$ cat src/rtl/sp_feed_pkg.sv
// Shared types and constants for the instruction feeder.
//   feed_state_t : controller states
//   MODE_FOLLOW  : single issue, next PC taken from the processor
//   MODE_STREAM  : sequential issue with in-order retire checking
//   ERR_CNT_W    : width of the saturating error counter
package sp_feed_pkg;

    typedef enum logic [2:0] {
        ST_IDLE,
        ST_ISSUE,
        ST_WAIT,
        ST_DRAIN,
        ST_DONE
    } feed_state_t;

    localparam int MODE_FOLLOW = 0;
    localparam int MODE_STREAM = 1;
    localparam int ERR_CNT_W   = 16;

    function automatic logic [ERR_CNT_W-1:0] sat_inc(input logic [ERR_CNT_W-1:0] v);
        return (&v) ? v : v + ERR_CNT_W'(1);
    endfunction

endpackage

$ cat src/rtl/sp_feed_fifo.sv
// PC FIFO holding the addresses of outstanding instructions.
//   clk, rst_n : clock, synchronous active-low reset
//   flush      : empties the FIFO on the next edge
//   push/push_data : write one 32-bit PC
//   pop        : discard the head entry
//   head       : current head entry
//   full/empty : occupancy flags
// Push and pop in the same cycle are allowed, including when full.
module sp_feed_fifo #(
    parameter int DEPTH = 4
) (
    input  logic        clk,
    input  logic        rst_n,
    input  logic        flush,
    input  logic        push,
    input  logic [31:0] push_data,
    input  logic        pop,
    output logic [31:0] head,
    output logic        full,
    output logic        empty
);
    localparam int PW = (DEPTH > 1) ? $clog2(DEPTH) : 1;
    localparam int CW = $clog2(DEPTH + 1);

    logic [31:0]   mem [DEPTH];
    logic [PW-1:0] wr_ptr;
    logic [PW-1:0] rd_ptr;
    logic [CW-1:0] count;

    // Pointers wrap explicitly so DEPTH need not be a power of two.
    function automatic logic [PW-1:0] next_ptr(input logic [PW-1:0] p);
        return (p == PW'(DEPTH - 1)) ? '0 : p + PW'(1);
    endfunction

    always_ff @(posedge clk) begin
        if (!rst_n || flush) begin
            wr_ptr <= '0;
            rd_ptr <= '0;
            count  <= '0;
        end else begin
            if (push) wr_ptr <= next_ptr(wr_ptr);
            if (pop)  rd_ptr <= next_ptr(rd_ptr);
            case ({push, pop})
                2'b10:   count <= count + CW'(1);
                2'b01:   count <= count - CW'(1);
                default: ;
            endcase
        end
    end

    always_ff @(posedge clk) begin
        if (push) mem[wr_ptr] <= push_data;
    end

    assign head  = mem[rd_ptr];
    assign full  = (count == CW'(DEPTH));
    assign empty = (count == '0);

endmodule

$ cat src/rtl/sp_inst_feeder.sv
// Instruction feeder and retirement checker for the simple processor.
// Reads a program ROM, issues instructions on in_valid/inst and checks the
// processor's out_valid/inst_addr responses.
//   clk, rst_n          : clock, synchronous active-low reset
//   start, prog_len     : begin a run from PC 0 with prog_len words
//   rom_addr, rom_data  : combinational program ROM port
//   in_valid, inst      : registered issue strobe and instruction
//   out_valid, inst_addr: processor completion strobe and PC
//   done, pass          : run finished / finished with no errors
//   err_cnt, cycle_cnt  : saturating error count, active cycle count
// Optional feature: SP_FEED_WATCHDOG_EN adds a no-progress watchdog that
// ends the run after TIMEOUT stalled cycles.
//
// state | meaning
// IDLE  | waiting for the first start
// ISSUE | issuing while below the outstanding limit and inside the program
// WAIT  | follow mode: waiting for the next PC from the processor
// DRAIN | stream mode: all issued, waiting for outstanding retires
// DONE  | run finished, outputs held until the next start
module sp_inst_feeder
    import sp_feed_pkg::*;
#(
    parameter int MODE         = MODE_FOLLOW,
    parameter int MAX_INFLIGHT = 4,
    parameter int ROM_DEPTH    = 256,
    parameter int TIMEOUT      = 1024
) (
    input  logic                          clk,
    input  logic                          rst_n,
    input  logic                          start,
    input  logic [$clog2(ROM_DEPTH):0]    prog_len,
    output logic [$clog2(ROM_DEPTH)-1:0]  rom_addr,
    input  logic [31:0]                   rom_data,
    output logic                          in_valid,
    output logic [31:0]                   inst,
    input  logic                          out_valid,
    input  logic [31:0]                   inst_addr,
    output logic                          done,
    output logic                          pass,
    output logic [ERR_CNT_W-1:0]          err_cnt,
    output logic [31:0]                   cycle_cnt
);
    localparam int AW  = $clog2(ROM_DEPTH);
    localparam int LIM = (MODE == MODE_FOLLOW) ? 1 : MAX_INFLIGHT;

    if (MAX_INFLIGHT < 1 || MAX_INFLIGHT > 16 || TIMEOUT < 1 ||
        (ROM_DEPTH & (ROM_DEPTH - 1)) != 0) begin : g_param_check
        $error("sp_inst_feeder: illegal parameter value");
    end

    feed_state_t state, state_nxt;
    logic [31:0] pc;
    logic [AW:0] len_q;
    logic        fifo_full, fifo_empty;
    logic [31:0] fifo_head;
    logic        active, start_ok, in_range, next_ok;
    logic        issue, retire, spurious, err_event, flush, wd_fire;

    assign rom_addr = pc[AW+1:2];
    assign active   = (state == ST_ISSUE) || (state == ST_WAIT) || (state == ST_DRAIN);
    assign start_ok = start && ((state == ST_IDLE) || (state == ST_DONE));
    assign in_range = ({2'b00, pc[31:2]} < 32'(len_q));
    assign next_ok  = (inst_addr[1:0] == 2'b00) && ({2'b00, inst_addr[31:2]} < 32'(len_q));

    assign issue    = (state == ST_ISSUE) && !fifo_full && in_range;
    // The FIFO occupancy is the outstanding-instruction count.
    assign retire   = out_valid && (state != ST_IDLE) && !fifo_empty;
    assign spurious = out_valid && (state != ST_IDLE) && fifo_empty;
    assign flush    = start_ok || wd_fire;

    // At most one error source can be true in a cycle: spurious needs an
    // empty FIFO, retire and the watchdog need a non-empty one and the
    // watchdog is pre-empted by any retire.
    assign err_event = spurious || wd_fire
                     || ((MODE == MODE_STREAM) && retire && (fifo_head != inst_addr))
                     || ((MODE == MODE_FOLLOW) && (state == ST_WAIT) && out_valid
                         && (inst_addr[1:0] != 2'b00));

    assign pass = done && (err_cnt == '0);

`ifdef SP_FEED_WATCHDOG_EN
    localparam int WW = $clog2(TIMEOUT + 1);
    logic [WW-1:0] wd_cnt;

    // Down-counter reloaded on any progress or when nothing is outstanding;
    // it reaches zero TIMEOUT stalled cycles after the last progress.
    always_ff @(posedge clk) begin
        if (!rst_n) begin
            wd_cnt <= '0;
        end else if (start_ok || issue || retire || fifo_empty) begin
            wd_cnt <= WW'(TIMEOUT);
        end else if (wd_cnt != '0) begin
            wd_cnt <= wd_cnt - WW'(1);
        end
    end

    assign wd_fire = active && !fifo_empty && !issue && !retire && (wd_cnt == '0);
`else
    assign wd_fire = 1'b0;
`endif

    sp_feed_fifo #(
        .DEPTH (LIM)
    ) u_fifo (
        .clk       (clk),
        .rst_n     (rst_n),
        .flush     (flush),
        .push      (issue),
        .push_data (pc),
        .pop       (retire),
        .head      (fifo_head),
        .full      (fifo_full),
        .empty     (fifo_empty)
    );

    always_comb begin
        state_nxt = state;
        case (state)
            ST_IDLE:  if (start) state_nxt = ST_ISSUE;
            ST_ISSUE: begin
                if (MODE == MODE_FOLLOW) begin
                    if (issue)          state_nxt = ST_WAIT;
                    else if (!in_range) state_nxt = ST_DONE;
                end else if (!in_range) begin
                    state_nxt = ST_DRAIN;
                end
            end
            ST_WAIT:  if (out_valid) state_nxt = next_ok ? ST_ISSUE : ST_DONE;
            ST_DRAIN: if (fifo_empty) state_nxt = ST_DONE;
            ST_DONE:  if (start) state_nxt = ST_ISSUE;
            default:  state_nxt = ST_IDLE;
        endcase
        if (wd_fire) state_nxt = ST_DONE;
    end

    always_ff @(posedge clk) begin
        if (!rst_n) begin
            state     <= ST_IDLE;
            pc        <= '0;
            len_q     <= '0;
            in_valid  <= 1'b0;
            inst      <= '0;
            done      <= 1'b0;
            err_cnt   <= '0;
            cycle_cnt <= '0;
        end else begin
            state    <= state_nxt;
            in_valid <= issue;
            if (issue) begin
                inst <= rom_data;
                pc   <= pc + 32'd4;
            end
            if (start_ok) begin
                pc        <= '0;
                len_q     <= prog_len;
                done      <= 1'b0;
                err_cnt   <= '0;
                cycle_cnt <= '0;
            end else begin
                if (active) cycle_cnt <= cycle_cnt + 32'd1;
                if ((state == ST_WAIT) && out_valid && next_ok) pc <= inst_addr;
                if (err_event) err_cnt <= sat_inc(err_cnt);
                if (state_nxt == ST_DONE) done <= 1'b1;
            end
        end
    end

endmodule

$ cat config.mk
export PLATFORM = sky130hd
export DESIGN_NAME = sp_inst_feeder
export DESIGN_NICKNAME = d
export VERILOG_FILES = /design/src/rtl/sp_feed_pkg.sv /design/src/rtl/sp_feed_fifo.sv /design/src/rtl/sp_inst_feeder.sv
export SDC_FILE = /design/constraint.sdc
export NUM_CORES = 1
export LEC_CHECK = 0
export CAP_MARGIN = 40
export CELL_PAD_IN_SITES_DETAIL_PLACEMENT = 0
export CELL_PAD_IN_SITES_GLOBAL_PLACEMENT = 1
export CORE_ASPECT_RATIO = 0.6
export CORE_MARGIN = 3
export CORE_UTILIZATION = 31
export DETAILED_ROUTE_END_ITERATION = 8
export GPL_ROUTABILITY_DRIVEN = 0
export PLACE_DENSITY = 0.82
export SYNTH_ARGS = -nofsm -noshare
export SYNTH_HDL_FRONTEND = slang
export SYNTH_SLANG_ARGS = --single-unit
$ cat constraint.sdc
create_clock -name clk -period 2.4 [get_ports clk]
set_input_delay 0.24 -clock clk [delete_from_list [all_inputs] [get_ports clk]]
set_output_delay 0.24 -clock clk [all_outputs]
set_load 0.03 [all_outputs]
# ---- Word-level counts from Yosys, hierarchy flattened
# Cells that the tools add are included.
dict set report word_totals {
  ff_bits 127
  inputBits 77
  out_inout_bits 91
  wordCells 65
}
dict set report op_classes {
  add_sub_neg 5
  order_cmp 2
  eq_ne 7
  muxes 10
  bitwise 3
  reduce_logical 29
}
# operator n
set op_table {}
lappend op_table {{$mux 32} 2}
lappend op_table {{$lt 30x9->1} 2}
lappend op_table {{$add 32x1->32 const B} 1}
lappend op_table {{$add 32x3->32 const B} 1}
lappend op_table {{$mux 3} 6}
lappend op_table {{$add 16x1->16 const B} 1}
lappend op_table {{$logic_not 16->1} 1}
lappend op_table {{$reduce_and 16->1} 1}
lappend op_table {{$pmux 3 s4} 1}
lappend op_table {{$logic_and 1x1->1} 11}
lappend op_table {{$eq 3x2->1 const B} 2}
lappend op_table {{$eq 3x3->1 const B} 2}
lappend op_table {{$reduce_bool 2->1} 3}
lappend op_table {{$logic_or 1x1->1} 5}
lappend op_table {{$reduce_or 2->1} 2}
lappend op_table {{$eq 3x1->1 const B} 1}
lappend op_table {{$logic_not 3->1} 1}
lappend op_table {{$not 1->1} 3}
lappend op_table {{$reduce_bool 3->1} 1}
lappend op_table {{$eq 2x1->1 const B} 1}
lappend op_table {{$eq 2x2->1 const B} 1}
lappend op_table {{$logic_not 1->1} 2}
lappend op_table {{$logic_not 2->1} 1}
lappend op_table {{$pmux 1 s2} 1}
lappend op_table {{3 further kinds} 3}

# ---- Depth between registers and ports, before layout
dict set report depth {
  ltp_word 6
  mapped_depth 10
  depth_no_buf 8
}

# ---- Hierarchy
# Synthesis repeated with hierarchy kept, for this count alone.
dict set report hier_totals {
  cells_unflattened 703
  area_unflattened_um2 6766.5
}
# module n_inst cells_per_inst area_each_um2
set modules_own_cells {}
lappend modules_own_cells {sp_inst_feeder 1 667 5746.8}
lappend modules_own_cells {sp_feed_fifo 1 36 1019.7}

# ---- Least setup slack after synthesis
# No wires, ideal clock.
dict set report synth_path {
  path_kind {register -> register}
  start {register cycle_cnt[5]}
  end {register cycle_cnt[22]}
  arrival_time_ps 2207
  path_slack_ps 123
  stages_incl_launch_ff 8
  period_less_slack_ps 2277
  cell_sequence {dfxtp_1 nand3_2 or3_1 buf_2 or4_4 buf_6 or3_1 a21oi_1}
}
dict set report synth_between {
  elab_chain_len 1
}
# element line_no
set synth_rtl {}
lappend synth_rtl {{start, declared} sp_inst_feeder.sv:41} ;# output logic [31:0] cycle_cnt
lappend synth_rtl {{start signal, assigned} sp_inst_feeder.sv:160} ;# if (active) cycle_cnt <= cycle_cnt + 32'd1;
lappend synth_rtl {{$add 32x1->32} sp_inst_feeder.sv:160}
# Every way passes these cells.
# A chain may end at the register's enable or synchronous reset.

# ---- Worst setup path in the final report
dict set report layout_path {
  start {register len_q[3]}
  end {register pc[17]}
}
dict set report layout_between {
  elab_chain_len 4
}
# element line_no
set layout_rtl {}
lappend layout_rtl {{start, declared} sp_inst_feeder.sv:53} ;# logic [AW:0] len_q;
lappend layout_rtl {{start signal, assigned} sp_inst_feeder.sv:155} ;# len_q <= prog_len;
lappend layout_rtl {{$lt 30x9->1} sp_inst_feeder.sv:63} ;# assign next_ok = (inst_addr[1:0] == 2'b00) && ({2'b00, inst_addr[31:2]} < 32'(len_q));
lappend layout_rtl {{$logic_and 1x1->1} sp_inst_feeder.sv:63}
lappend layout_rtl {{$logic_and 1x1->1} sp_inst_feeder.sv:161} ;# if ((state == ST_WAIT) && out_valid && next_ok) pc <= inst_addr;
lappend layout_rtl {{$mux 32 or $reduce_bool 2->1 (tied branches)} --}
lappend layout_rtl {{end signal, assigned} sp_inst_feeder.sv:151} ;# pc <= pc + 32'd4;
lappend layout_rtl {{end signal, assigned} sp_inst_feeder.sv:161}
lappend layout_rtl {{end, declared} sp_inst_feeder.sv:52} ;# logic [31:0] pc;
# Several ways; a longest one is shown, not always the timed one.

==> metrics.csv <==
stage;metric;value;unit
timing;max_slew_margin;56.6;%
timing;fin_skew;0.0109;ns
setup_path;path_buf_inv;4;
yosys;synth.distinct_cells;57;
setup_path;worst_r2r_startpoint;len_q[3];
setup_path;reg2reg_depth;11;
power;peakVddDrop;0.000398;V
yosys;synth_top_family_by_area;simple AND/OR/NAND/NOR gates;
timing;final.min_clock_period;2.31;ns
place;dp_hpwl;12400;µm
floorplan;dieHeight;110;µm
yosys;netlist_instances;654;
timing;setup_viol_count_final;0;
hold_path;holdPathStages;3;
setup_path;cp-start-kind;register;
global_routing;antenna_found_initial;2;
cts;cts_buffers;17;
hold_path;hold_path_end;len_q[8];
power;leakage;0.00312;µW
floorplan;std_cell_rows;37;
route;drt_iter0_drc;313;
place;postPlaceCellArea;0.00784;mm²
yosys;synth_fa_ha_area_share;4.44;%
yosys;synth_area_leaders;dfxtp_1 (44%), nand2_1 (7.5%), a21boi_0 (5.5%);
cts;clockRootBuffer;clkbuf_16;
power;p_clk_share;47.4;%
power;p_total;5590;µW
yosys;synth_mux_area_share;0.755;%
place;port_buffers;167;
cts;cts.path.max_buffers;2;
yosys;synth_area_leader_cell;dfxtp_1;
yosys;synthSimpleGateAreaFrac;25.4;%
power;p_comb_share;13.8;%
setup_path;crit_family;compound AO/OA/AOI/OAI gates;
yosys;yosysSeqAreaShare;44.4;%
timing;finalHoldWorstSlack;0.395;ns
global_routing;grt_usage;16.7;%
job;max_cap_violations;0;
route;final_antenna_net_count;0;
global_routing;grt_max_degree;58;
cts;path_clk_slew;0.06;ns
cts;htreeDepth;4;
timing;max_freq;0.432;GHz
route;num_vias;5217;
setup_path;arrival;2.60;ns
power;switching_power;1420;µW
yosys;syn_avg_cell_area;8.61;µm²
hold_path;hold_path.class;in2reg;
floorplan;chipWidth;180;µm
route;vias_per_cell;4.73;
setup_path;cp_cell_sequence;inv_1 -> ha_1 -> a211o_1 -> a21oi_2 -> o21ai_2 -> buf_4 -> a211oi_4 -> buf_4 -> nor3_4 -> buf_2 -> and2_1;
setup_path;critical_path.max_fanout;8;
yosys;ys_warn_count;0;
route;drc;0;
timing;worst_pin_slew;0.651;ns
yosys;async_reset_ff_share;0;%
global_routing;overflow;0;
timing;period_share;96.4;%
global_routing;grt_pass1_vias;5025;
route;first_pass_iters;5;
cts;cts_sinks;125;
run_status;status;complete, no violations;
finish;drive_above_1_share;13.1;%
timing;tns;0;ns
finish;stdcell_count;1103;
yosys;synthTopCellsByCount;dfxtp_1 (125), nand2_1 (113), nor2_1 (54), a21boi_0 (41), clkbuf_1 (26);
yosys;synth_compound_area_share;14.1;%
yosys;synth_most_common_cell;dfxtp_1;
setup_path;worstPathRequired;2.69;ns
cts;insertion_delay;0.40;ns
setup_path;crit_top_cell;buf_4;
power;p_int;4170;µW
setup_path;startpoint;len_q[3];
finish;fin_area;0.00857;mm²
cts;cts_tree;built;
floorplan;io_pins;168;
yosys;synth_nets;751;
global_routing;grt_pass1_wl;27100;µm
timing;drv_slew;0;
setup_path;cp_slowest_cell;dfxtp_1;
setup_path;endpoint_kind;register;
yosys;ys_ff_latch;125;
finish;area_growth;52.1;%
hold_path;min_from;prog_len[8];
place;place_inst;1067;
yosys;synth_edf_count;0;
power;power_density;652;mW/mm²
power;switching_share;25.5;%
setup_path;rrSetupSlack;0.09;ns
yosys;synth_xor_area_share;6.22;%
finish;diodes;0;
yosys;synth-main-ff-cell;dfxtp_1;
timing;final-hold-violation-count;0;
yosys;synth.top_cell.area_share;44.4;%
finish;fillers;1671;
finish;num-nets-final;953;
power;seqPwrFrac;38.8;%
yosys;synth_area;0.00563;mm²
setup_path;crit_type;reg2reg;
floorplan;core_area;0.0175;mm²
setup_path;cp_slowest_stage_delay;0.33;ns
route;routedWlPerCell;15.4;µm
floorplan;initial_core_util;32.3;%
route;drt_wl_total;16900;µm
setup_path;rr_endpoint;pc[17];
floorplan;dieArea;0.0199;mm²
worst reg2reg max path, delay by kind of cell, from the launching register on:
| family | cells | cell delay (ns) |
|---|---|---|
| buffers and inverters | 4 | 0.56 |
| AOI/OAI and AO/OA | 4 | 0.82 |
| adders and majority gates | 1 | 0.28 |
| DFF | 1 | 0.33 |
| and+or+nand+nor | 2 | 0.22 |
cell usage in the layout (no fill, tap or decap), drive strengths merged, types with 14 or more instances in the layout:
cell type and count:
clkdlybuf4s50 166, dfxtp 125, nand2 113, nor2 54, buf 54, a21boi 41
xor2 24, inv 23, a21oi 22, and2 20, ha 20, nand3 19
clkbuf 19, and3 18, xnor2 16, nor4 14, o21ai 14
metal layers:
layer	routed length [µm]	global-route usage, %
met1	8410	23.9
met2	6590	22.5
met3	1780	7.97
met4	133	3.88
met5	27	0
layout make-up:
cell class,instances,area [µm²],share of cell area (%)
Timing Repair Buffer,221,2120,24.8
Multi-Input combinational cell,470,2970,34.6
Tap cell,234,293,3.42
Inverter,21,78.8,0.920
Clock inverter,13,165,1.93
Sequential cell,125,2500,29.2
Clock buffer,19,443,5.17
state kept, by name, summed over array words and instances (netlist names):
register / flops
err_cnt: 16
in_valid: 1
u_fifo.full: 1
len_q: 9
done: 1
cycle_cnt: 32
pc: 30
inst: 32
state: 3
power groups by stage:
stage                     clock (µW)  combinational, µW  sequential, µW
after global placement             0                733            2210
after detailed placement           0                737            2210
after global routing            2810                837            2180
after CTS                       2720                741            2170
after floorplan                    0                269            2290
final                           2650                769            2170
through the flow:
stage	worst slack (ns)	util (%)
2_1_floorplan	0.123	-
3_3_place_gp	-0.290	44.9
3_5_place_dp	-0.222	44.9
4_1_cts	0.00304	48.4
5_1_grt	-0.0169	49.1
6_report	0.0865	49.1
cell families after synthesis:
group | Yosys count
AND/OR/NAND/NOR | 292
flip-flops | 125
AO/OA/AOI/OAI | 114
buffers and inverters | 59
XOR/XNOR | 40
adder cells (fa/ha/maj) | 20
multiplexers | 4
worst max path at each step:
stage                          to  cells after the start  slack [ns]
CTS                         pc[4]                      9       0.003
floorplan           cycle_cnt[22]                      7        0.12
global route               pc[19]                     11       -0.02
global placement           pc[29]                      7       -0.29
detailed placement         pc[14]                      9       -0.22
finish                     pc[17]                     11        0.09
repair_timing:
item	CTS	global route
buffers inserted	0	4
setup endpoints to repair	3	55
gates resized for setup	2	20
pin swaps	0	3
gates cloned	0	0
hold buffers	0	0
Power figures use the tool's default switching activity.
